<file path="config.mk">
export PLATFORM = sky130hd
export DESIGN_NAME = rv32_multicycle_ctrl
export DESIGN_NICKNAME = d
export VERILOG_FILES = /design/src/rtl/rv32_multicycle_ctrl.sv
export SDC_FILE = /design/constraint.sdc
export NUM_CORES = 1
export LEC_CHECK = 0
export ABC_AREA = 1
export BUFFER_PORTS_ARGS = -buffer_cell sky130_fd_sc_hd__buf_4
export CAP_MARGIN = 30
export CORE_MARGIN = 2
export CORE_UTILIZATION = 40
export DETAILED_ROUTE_END_ITERATION = 8
export PLACE_DENSITY_LB_ADDON = 0.15
export REMOVE_ABC_BUFFERS = 1
export SETUP_SLACK_MARGIN = 0.15
export SLEW_MARGIN = 30
export SYNTH_ARGS = -nofsm -noshare
export SYNTH_HDL_FRONTEND = slang
export SYNTH_SLANG_ARGS = --single-unit
</file>
<file path="constraint.sdc">
create_clock -name clk -period 2 [get_ports clk]
set_clock_uncertainty 0.15 [all_clocks]
set_input_delay 0.1 -clock clk [delete_from_list [all_inputs] [get_ports clk]]
set_output_delay 0.1 -clock clk [all_outputs]
set_load 0.02 [all_outputs]
</file>
<file path="src/rtl/rv32_multicycle_ctrl.sv">
// rv32_multicycle_ctrl: multi-cycle control FSM for an RV32I core sharing one
// memory port between instruction fetch and data access.
// Optional build macro CTRL_PERF_CNT_EN adds cycle_cnt / instret_cnt ports.
module rv32_multicycle_ctrl #(
  parameter int MEM_TIMEOUT = 16
) (
  input  logic        clk,
  input  logic        rst,
  input  logic [31:0] instr,
  input  logic        br_taken,
  input  logic        mem_ready,
  output logic        mem_req,
  output logic        mem_we,
  output logic        addr_sel,
  output logic        ir_write,
  output logic        pc_write,
  output logic [1:0]  pc_src,
  output logic        reg_write,
  output logic [1:0]  wb_sel,
  output logic        alu_src_a,
  output logic        alu_src_b,
  output logic [3:0]  alu_op,
  output logic [2:0]  imm_type,
  output logic        trap,
  output logic [2:0]  state
`ifdef CTRL_PERF_CNT_EN
  ,
  output logic [31:0] cycle_cnt,
  output logic [31:0] instret_cnt
`endif
);

  typedef enum logic [2:0] {
    S_FETCH  = 3'd0,
    S_DECODE = 3'd1,
    S_EXEC   = 3'd2,
    S_MEM    = 3'd3,
    S_WB     = 3'd4,
    S_TRAP   = 3'd5
  } state_e;

  // Counter only ever needs to hold MEM_TIMEOUT-1 before the FSM traps.
  localparam int CW = (MEM_TIMEOUT > 1) ? $clog2(MEM_TIMEOUT) : 1;

  state_e        state_q, state_d;
  logic [CW-1:0] cnt_q, cnt_d;

  logic [6:0] opc;
  logic [2:0] funct3;
  logic is_r, is_opi, is_ld, is_st, is_br, is_lui, is_auipc, is_jal, is_jalr;
  logic legal, tmo;
  logic unused_instr;

  assign opc    = instr[6:0];
  assign funct3 = instr[14:12];
  assign unused_instr = ^{instr[31], instr[29:15], instr[11:7]};

  // Opcode class decode of the current IR.
  always_comb begin
    is_r     = (opc == 7'b0110011);
    is_opi   = (opc == 7'b0010011);
    is_ld    = (opc == 7'b0000011);
    is_st    = (opc == 7'b0100011);
    is_br    = (opc == 7'b1100011);
    is_lui   = (opc == 7'b0110111);
    is_auipc = (opc == 7'b0010111);
    is_jal   = (opc == 7'b1101111);
    is_jalr  = (opc == 7'b1100111);
    legal    = is_r | is_opi | is_ld | is_st | is_br | is_lui | is_auipc |
               is_jal | is_jalr;
  end

  // Timeout fires on the last allowed wait cycle; mem_ready still takes priority.
  assign tmo = (MEM_TIMEOUT != 0) && (cnt_q == CW'(MEM_TIMEOUT - 1));

  // State and wait-counter registers.
  always_ff @(posedge clk or posedge rst) begin
    if (rst) begin
      state_q <= S_FETCH;
      cnt_q   <= '0;
    end else begin
      state_q <= state_d;
      cnt_q   <= cnt_d;
    end
  end

  // Next state and all control outputs from state and IR.
  always_comb begin
    state_d   = state_q;
    mem_req   = 1'b0;
    mem_we    = 1'b0;
    addr_sel  = 1'b0;
    ir_write  = 1'b0;
    pc_write  = 1'b0;
    pc_src    = 2'd0;
    reg_write = 1'b0;
    wb_sel    = 2'd0;
    alu_src_a = 1'b0;
    alu_src_b = 1'b0;
    alu_op    = 4'd0;
    imm_type  = 3'd0;
    trap      = 1'b0;

    // imm_type holds from DECODE until the instruction retires.
    if (state_q inside {S_DECODE, S_EXEC, S_MEM, S_WB}) begin
      if (is_opi || is_ld || is_jalr) imm_type = 3'd0;
      else if (is_st)                 imm_type = 3'd1;
      else if (is_br)                 imm_type = 3'd2;
      else if (is_lui || is_auipc)    imm_type = 3'd3;
      else if (is_jal)                imm_type = 3'd4;
    end

    // ALU selects set in EXEC stay stable while the address is in use in MEM.
    if (state_q inside {S_EXEC, S_MEM}) begin
      alu_src_a = is_auipc;
      alu_src_b = ~is_r;
      if (is_r || is_opi)
        alu_op = {instr[30] & (is_r | (funct3 == 3'b101)), funct3};
    end

    case (state_q)
      S_FETCH: begin
        mem_req = 1'b1;
        if (mem_ready) begin
          ir_write = 1'b1;
          state_d  = S_DECODE;
        end else if (tmo) begin
          state_d  = S_TRAP;
        end
      end
      S_DECODE: state_d = legal ? S_EXEC : S_TRAP;
      S_EXEC: begin
        if (is_ld || is_st) begin
          state_d = S_MEM;
        end else if (is_br) begin
          pc_write = 1'b1;
          pc_src   = {1'b0, br_taken};
          state_d  = S_FETCH;
        end else begin
          state_d  = S_WB;
        end
      end
      S_MEM: begin
        mem_req  = 1'b1;
        addr_sel = 1'b1;
        mem_we   = is_st;
        if (mem_ready) begin
          if (is_st) begin
            pc_write = 1'b1;
            state_d  = S_FETCH;
          end else begin
            state_d  = S_WB;
          end
        end else if (tmo) begin
          state_d = S_TRAP;
        end
      end
      S_WB: begin
        reg_write = 1'b1;
        pc_write  = 1'b1;
        if (is_ld)                 wb_sel = 2'd1;
        else if (is_jal || is_jalr) wb_sel = 2'd2;
        else if (is_lui)           wb_sel = 2'd3;
        if (is_jal)       pc_src = 2'd1;
        else if (is_jalr) pc_src = 2'd2;
        state_d = S_FETCH;
      end
      S_TRAP:  trap = 1'b1;
      default: state_d = S_TRAP;
    endcase

    // Reset forces every output quiet, even though FETCH would request memory.
    if (rst) begin
      mem_req   = 1'b0;
      mem_we    = 1'b0;
      addr_sel  = 1'b0;
      ir_write  = 1'b0;
      pc_write  = 1'b0;
      pc_src    = 2'd0;
      reg_write = 1'b0;
      wb_sel    = 2'd0;
      alu_src_a = 1'b0;
      alu_src_b = 1'b0;
      alu_op    = 4'd0;
      imm_type  = 3'd0;
      trap      = 1'b0;
    end
  end

  // Wait counter: restart on entering a memory-request state, count stalled cycles.
  always_comb begin
    cnt_d = cnt_q;
    if (state_d != state_q && (state_d == S_FETCH || state_d == S_MEM))
      cnt_d = '0;
    else if (mem_req && !mem_ready && MEM_TIMEOUT != 0 && !tmo)
      cnt_d = cnt_q + 1'b1;
  end

  assign state = state_q;

`ifdef CTRL_PERF_CNT_EN
  logic [31:0] cycle_q, instret_q;

  // Free-running performance counters, wrapping at 2^32.
  always_ff @(posedge clk or posedge rst) begin
    if (rst) begin
      cycle_q   <= '0;
      instret_q <= '0;
    end else begin
      if (state_q != S_TRAP) cycle_q   <= cycle_q + 32'd1;
      if (pc_write)          instret_q <= instret_q + 32'd1;
    end
  end

  assign cycle_cnt   = cycle_q;
  assign instret_cnt = instret_q;
`endif

endmodule

</file>
==> qor.yml, run 1 <==
clk_pin_slew_worst_paths_ns: 0.05
syn_avg_cell_area_sq_um: 5.74
fillCellCount: 173
cts-root-buf: "clkbuf_4"
grt_pass1_wl_mm: 3.94
gp_congestion: 0.923
die_y_um: 50.1
post_synth_num_cell_types: 26
area_delta_synth_final_pct: 60.7
crit_slowest_cell: "dfrtp_2"
synth_enable_flop_cells: 0
layout_commonest_cell: "buf_4"
grt_antenna_before_repair: 0
vias: 1105
fin_setup_tns_ns: 0
startpoint: "state[1]"
drt_iter0_drc: 30
crit_chain: "nor2_4 > inv_2 > nor2_4 > nor4_2 > buf_4 > a211oi_2 > buf_4"
diodes: 0
clk_latency_ns: 0.25
status: "complete, no violations"
finalSetupViolations: 0
ys_ff_latch: 7
hp-class: "input pin to flip-flop"
via_per_inst: 4.89
drt_pass1_iterations: 4
grt_usage_pct: 20.3
rows: 16
syn_inst: 148
worst_slack_ns: 0.152
tritoncts.num_buffers: 3
grt_pass1_vias: 948
wirelength_mm: 2.55
finalHoldViolCount: 0
worstMarginPinSlew_ns: 0.375
die-area_sq_um: 2510
cp-end-kind: "primary output"
synthesis.area_sq_um: 850
overflow: 0
routedWlPerCell_um: 11.3
ys.flop_type: "dfrtp_1"
drv_cap: 0
ir_drop_mv: 0.294
antenna_left: 0
period_minus_slack_ns: 1.85
ios: 59
p_leak_nw: 0.654
slew-limit-headroom_pct: 74.8
met3_usage_pct: 2.73
rr_startpoint: "state[2]"
final_cell_mix: "45 x buf_4, 31 x nand2_1, 23 x inv_1"
grt_max_degree: 14
grt_use_met1_pct: 24.9
cp_max_fo: 6
cts_tree: "built"
grt_use_met2_pct: 34.6
worstSetupPathType: "flip-flop to primary output"
cp_slowest_stage_delay_ns: 0.47
initial_core_util_pct: 42.9
finalCritPeriodShare_pct: 92.4
async_reset_ff_share_pct: 100
drive_gt1_share_pct: 43.2
drv_slew: 0
top_usage_layer: "met2"
cts_max_level: 1
arrival_ns: 1.60
yosys_warnings: 0
die_w_um: 50.1
p_per_area_nw_per_um2: 240
required_ns: 1.75
rsz0062_at_grt: "true"
place_ws_ns: 0.172
dp_hpwl_mm: 1.86
clk_path_buf_depth: 2
max_freq_ghz: 0.541
clock-sinks: 7
cp-start-kind: "flip-flop"
nNetsFinal: 237
drc: 0
port_buffers: 37
yosysSeqAreaShare_pct: 20.6
hold_start: "mem_ready"
coreArea_sq_um: 1980
## final cells by class
class	instances	area, sq um	share of cell area, %
sequential	7	179	13.1
clock buffer	4	26.3	1.92
tap	27	33.8	2.47
timing repair buffer	48	370	27.1
inverter	34	130	9.53
multi-input combinational	106	626	45.8
## synthesized netlist by cell type, drive strengths merged (2+ instances only)
cell type / instances / area share, %
nor2: 22 / 12
inv: 30 / 13
o21ai: 5 / 2.9
clkinv: 4 / 1.8
nand3: 16 / 10
a211oi: 2 / 1.8
nand2: 36 / 17
xor2: 2 / 2.1
nand4: 3 / 2.2
dfrtp: 7 / 21
nor3: 7 / 6.0
a21oi: 6 / 3.5
nor4: 3 / 2.2
## worst max-delay path, delay by kind of cell (launching register included)
kind / cells / cell delay (ns)
AOI/OAI and AO/OA: 1 / 0.15
buffers and inverters: 3 / 0.38
DFF: 1 / 0.47
and+or+nand+nor: 3 / 0.34
## sequential cells by signal, summed over array words and instances, names as in the netlist
register / count
cnt_q: 4
state: 3
## cell families (layout without fill, tap and decap cells)
group / Yosys count / count (layout) / share of synthesized area, %
compound gates: 14 / 14 / 8.98
xor+xnor: 3 / 3 / 3.09
fa+ha+maj: 1 / 1 / 1.47
buf+inv: 35 / 86 / 15.5
flops: 7 / 7 / 20.6
simple gates: 88 / 88 / 50.4
## stage by stage
| stage | cells | power, mW | hold slack (ns) | util (%) | area [sq um] |
|---|---|---|---|---|---|
| CTS | 218 | 0.333 | 0.107 | 62.8 | 1240 |
| finish | 226 | 0.327 | 0.0728 | 68.9 | 1370 |
| floorplan | 147 | 0.167 | -0.238 | - | 846 |
| global route | 226 | 0.352 | 0.0743 | 68.9 | 1370 |
| global placement | 212 | 0.200 | -0.00740 | 58.8 | 1160 |
| detailed placement | 212 | 0.201 | -0.00316 | 58.8 | 1160 |
## report_power, final
part	internal (mW)	total (mW)	switching, mW
combinational	0.0259	0.0609	0.0349
clock	0.0759	0.124	0.0483
sequential	0.142	0.142	0
## routing by layer
layer | vias up | wire length, um
met5 | - | 0
li1 | 571 | -
met3 | 5 | 141
met2 | 39 | 1350
met4 | 0 | 38
met1 | 490 | 1020
## worst paths after layout
path,endpoint,slack (ns),cells after the start
max in group asynchronous,state[1],1.15,3
max,imm_type[0],0.15,7
max reg2reg,cnt_q[0],0.21,13
min in group asynchronous,cnt_q[1],0.31,3
min reg2reg,cnt_q[3],0.46,4
min,state[2],0.07,4
## timing repair
item,in CTS,in global routing
hold buffers,1,0
endpoints found under the setup margin,11,15
pin swaps,2,9
hold endpoints to repair,7,0
buffers inserted,1,8
resized for setup,12,15
(Power assumes the default switching activity.)
==> run 2, diff against run 1 <==
--- a/config.mk
+++ b/config.mk
@@ -6,11 +6,10 @@
 export NUM_CORES = 1
 export LEC_CHECK = 0
 export ABC_AREA = 1
-export BUFFER_PORTS_ARGS = -buffer_cell sky130_fd_sc_hd__buf_4
-export CAP_MARGIN = 30
 export CORE_MARGIN = 2
 export CORE_UTILIZATION = 40
 export DETAILED_ROUTE_END_ITERATION = 8
+export DONT_BUFFER_PORTS = 1
 export PLACE_DENSITY_LB_ADDON = 0.15
 export REMOVE_ABC_BUFFERS = 1
 export SETUP_SLACK_MARGIN = 0.15
@@ -18,3 +17,4 @@
 export SYNTH_ARGS = -nofsm -noshare
 export SYNTH_HDL_FRONTEND = slang
 export SYNTH_SLANG_ARGS = --single-unit
+export TNS_END_PERCENT = 100
==> run 2 against run 1 <==
Effect of this change: worst hold slack better by 0.028 ns; maximum frequency down 3.0%; total power down 9.6%; first-iteration DRC count down 27%; sequential power about the same; non-clock buffer count down 15; clock power down 3%; worst setup slack worse by 0.057 ns; critical path type unchanged; largest power group unchanged.
==> qor.yml, run 2 (synthesized netlist as in run 1, its figures left out) <==
status: "complete, no violations"
wirelength_mm: 2.74  # +7.5%
coreArea_sq_um: 1980  # unchanged
reg2regPathDepth: 9  # -4
grt_antenna_before_repair: 0  # unchanged
crit_slowest_cell: "dfrtp_2"
gp_congestion: 0.819  # -11%
tritoncts.num_buffers: 3  # unchanged
grt_pass1_wl_mm: 4.32  # +9.6%
drt_pass1_iterations: 4  # unchanged
cp-end-kind: "primary output"
max_freq_ghz: 0.525  # -3.0%
seqPwrFrac_pct: 48.0  # +4.6 points
cp-start-kind: "flip-flop"
path_common_cell: "buf_4"
cts_tree: "built"
layout_commonest_cell: "nand2_1"
slew-limit-headroom_pct: 73.1  # -1.7 points
clk_latency_ns: 0.24  # about the same
p_leak_nw: 0.594  # -9.2%
drc: 0  # unchanged
rows: 16  # unchanged
finalCritPeriodShare_pct: 95.2  # +2.8 points
cpLargestDelayFamily: "buffers and inverters"
ir_drop_mv: 0.254  # -14%
p_sw_mw: 0.0677  # -19%
grt_max_degree: 13  # -1
vias: 1078  # -2.4%
clk_path_buf_depth: 2  # unchanged
drv_cap: 0  # unchanged
finalSetupViolations: 0  # unchanged
clock-sinks: 7  # unchanged
port_buffers: 0  # -100%
grt_pass1_vias: 1028  # +8.4%
routedWlPerCell_um: 13.0  # +15%
period_minus_slack_ns: 1.90  # +0.0565 ns
cp_num_buf_inv: 3  # unchanged
place_ws_ns: 0.170  # -0.00264 ns
hp-class: "input pin to flip-flop"
cts_max_level: 1  # unchanged
cp_slowest_stage_delay_ns: 0.46  # about the same
drive_gt1_share_pct: 42.9  # -0.28 points
top_register: "cnt_q"
ios: 59  # unchanged
hold_ws_ns: 0.101  # +0.0281 ns
diodes: 0  # unchanged
die_y_um: 50.1  # unchanged
via_per_inst: 5.11  # +4.5%
switching_share_pct: 22.9  # -2.5 points
comb_power_share_pct: 11.4  # -7.2 points
p_clk_share_pct: 40.6  # +2.6 points
r2r_slack_ns: 0.12  # -0.09 ns
dp_hpwl_mm: 1.84  # -1.1%
placed_cells: 190  # -10%
rr_startpoint: "state[1]"
area_delta_synth_final_pct: 50.7
cp_max_fo: 4  # -2
crit_chain: "buf_12 > nor3_4 > nor4_2 > buf_4 > a211oi_2 > buf_4"
fin_setup_tns_ns: 0  # unchanged
worstMarginPinSlew_ns: 0.402  # +0.0269 ns
final_cell_mix: "28 x nand2_1, 27 x buf_4, 20 x inv_1"
drt_iter0_drc: 22  # -27%
initial_core_util_pct: 42.9  # unchanged
die-area_sq_um: 2510  # unchanged
worstSetupPathType: "flip-flop to primary output"
whs_endpoint: "state[1]"
nNetsFinal: 222  # -6.3%
finalNonFillerCells: 211  # -6.6%
drv_slew: 0  # unchanged
overflow: 0  # unchanged
min_path_cells: 3  # -1
die_w_um: 50.1  # unchanged
grt_usage_pct: 21.7  # +1.4 points
largest_register_ffs: 4  # unchanged
p_int_mw: 0.228  # -6.5%
antenna_left: 0  # unchanged
cts-root-buf: "clkbuf_4"
hold_start: "mem_ready"
rr_endpoint: "cnt_q[3]"
p_per_area_nw_per_um2: 231  # -3.6%
rsz0062_at_grt: "true"
arrival_ns: 1.65  # +0.05 ns
worst_slack_ns: 0.0954  # -0.0565 ns
finalHoldViolCount: 0  # unchanged
clk_pin_slew_worst_paths_ns: 0.05  # about the same
required_ns: 1.75  # about the same
## run 2: changes by cell type in the layout (fill, tap and decap cells not counted), sizes merged
cell / before / now
clkinv: 4 / 2
dlygate4sd3: 1 / 2
inv: 30 / 32
buf: 47 / 31
## run 2: layout make-up
class                      count  area (sq um)
clock buffer                   4          26.3
fill                         177           702
inverter                      34           130
multi-input combinational    106           634
sequential                     7           179
tap                           27          33.8
timing repair buffer          33           277
## run 2: tightest hold or removal path: cells and delay by family
kind / cells / cell delay (ns)
simple gates: 2 / 0.25
buf+inv: 1 / 0.07
## run 2: per-layer routing
layer	track usage, %	up-vias	wire length, um
met4	7.41	0	42
met5	0	-	0
met3	3.33	6	146
met2	38.4	36	1480
met1	26.3	496	1070
li1	-	540	-
## run 2: how the worst max path moves through the flow
stage,startpoint,end,slack [ns],depth (start not counted)
detailed placement,state[2],cnt_q[1],0.17,12
floorplan,state[1],wb_sel[0],0.003,7
global placement,cnt_q[0],cnt_q[3],0.21,9
global route,state[2],cnt_q[3],0.02,14
finish,state[1],imm_type[1],0.1,6
CTS,state[2],cnt_q[1],0.15,13
## run 2: timing repair
action                                  in CTS  in global routing
endpoints found under the hold margin        9                  0
gates resized for setup                     12                 25
pin swaps                                    2                 12
hold buffers                                 2                  0
buffers inserted                             5                 10
endpoints found under the setup margin       6                 17
## run 2: metrics by stage
| step | power [mW] | area (sq um) | utilization [%] |
|---|---|---|---|
| 6_report | 0.296 | 1280 | 64.6 |
| 5_1_grt | 0.313 | 1280 | 64.6 |
| 4_1_cts | 0.301 | 1120 | 56.7 |
| 3_5_place_dp | 0.173 | 1000 | 50.4 |
| 3_3_place_gp | 0.172 | 1000 | 50.4 |
| 2_1_floorplan | 0.167 | 846 | - |
## run 2: power groups by stage
stage	clock [mW]	combinational, mW	sequential (mW)
finish	0.120	0.0336	0.142
detailed placement	0	0.0285	0.144
global route	0.133	0.0385	0.142
global placement	0	0.0280	0.144
floorplan	0	0.0229	0.144
CTS	0.126	0.0331	0.142
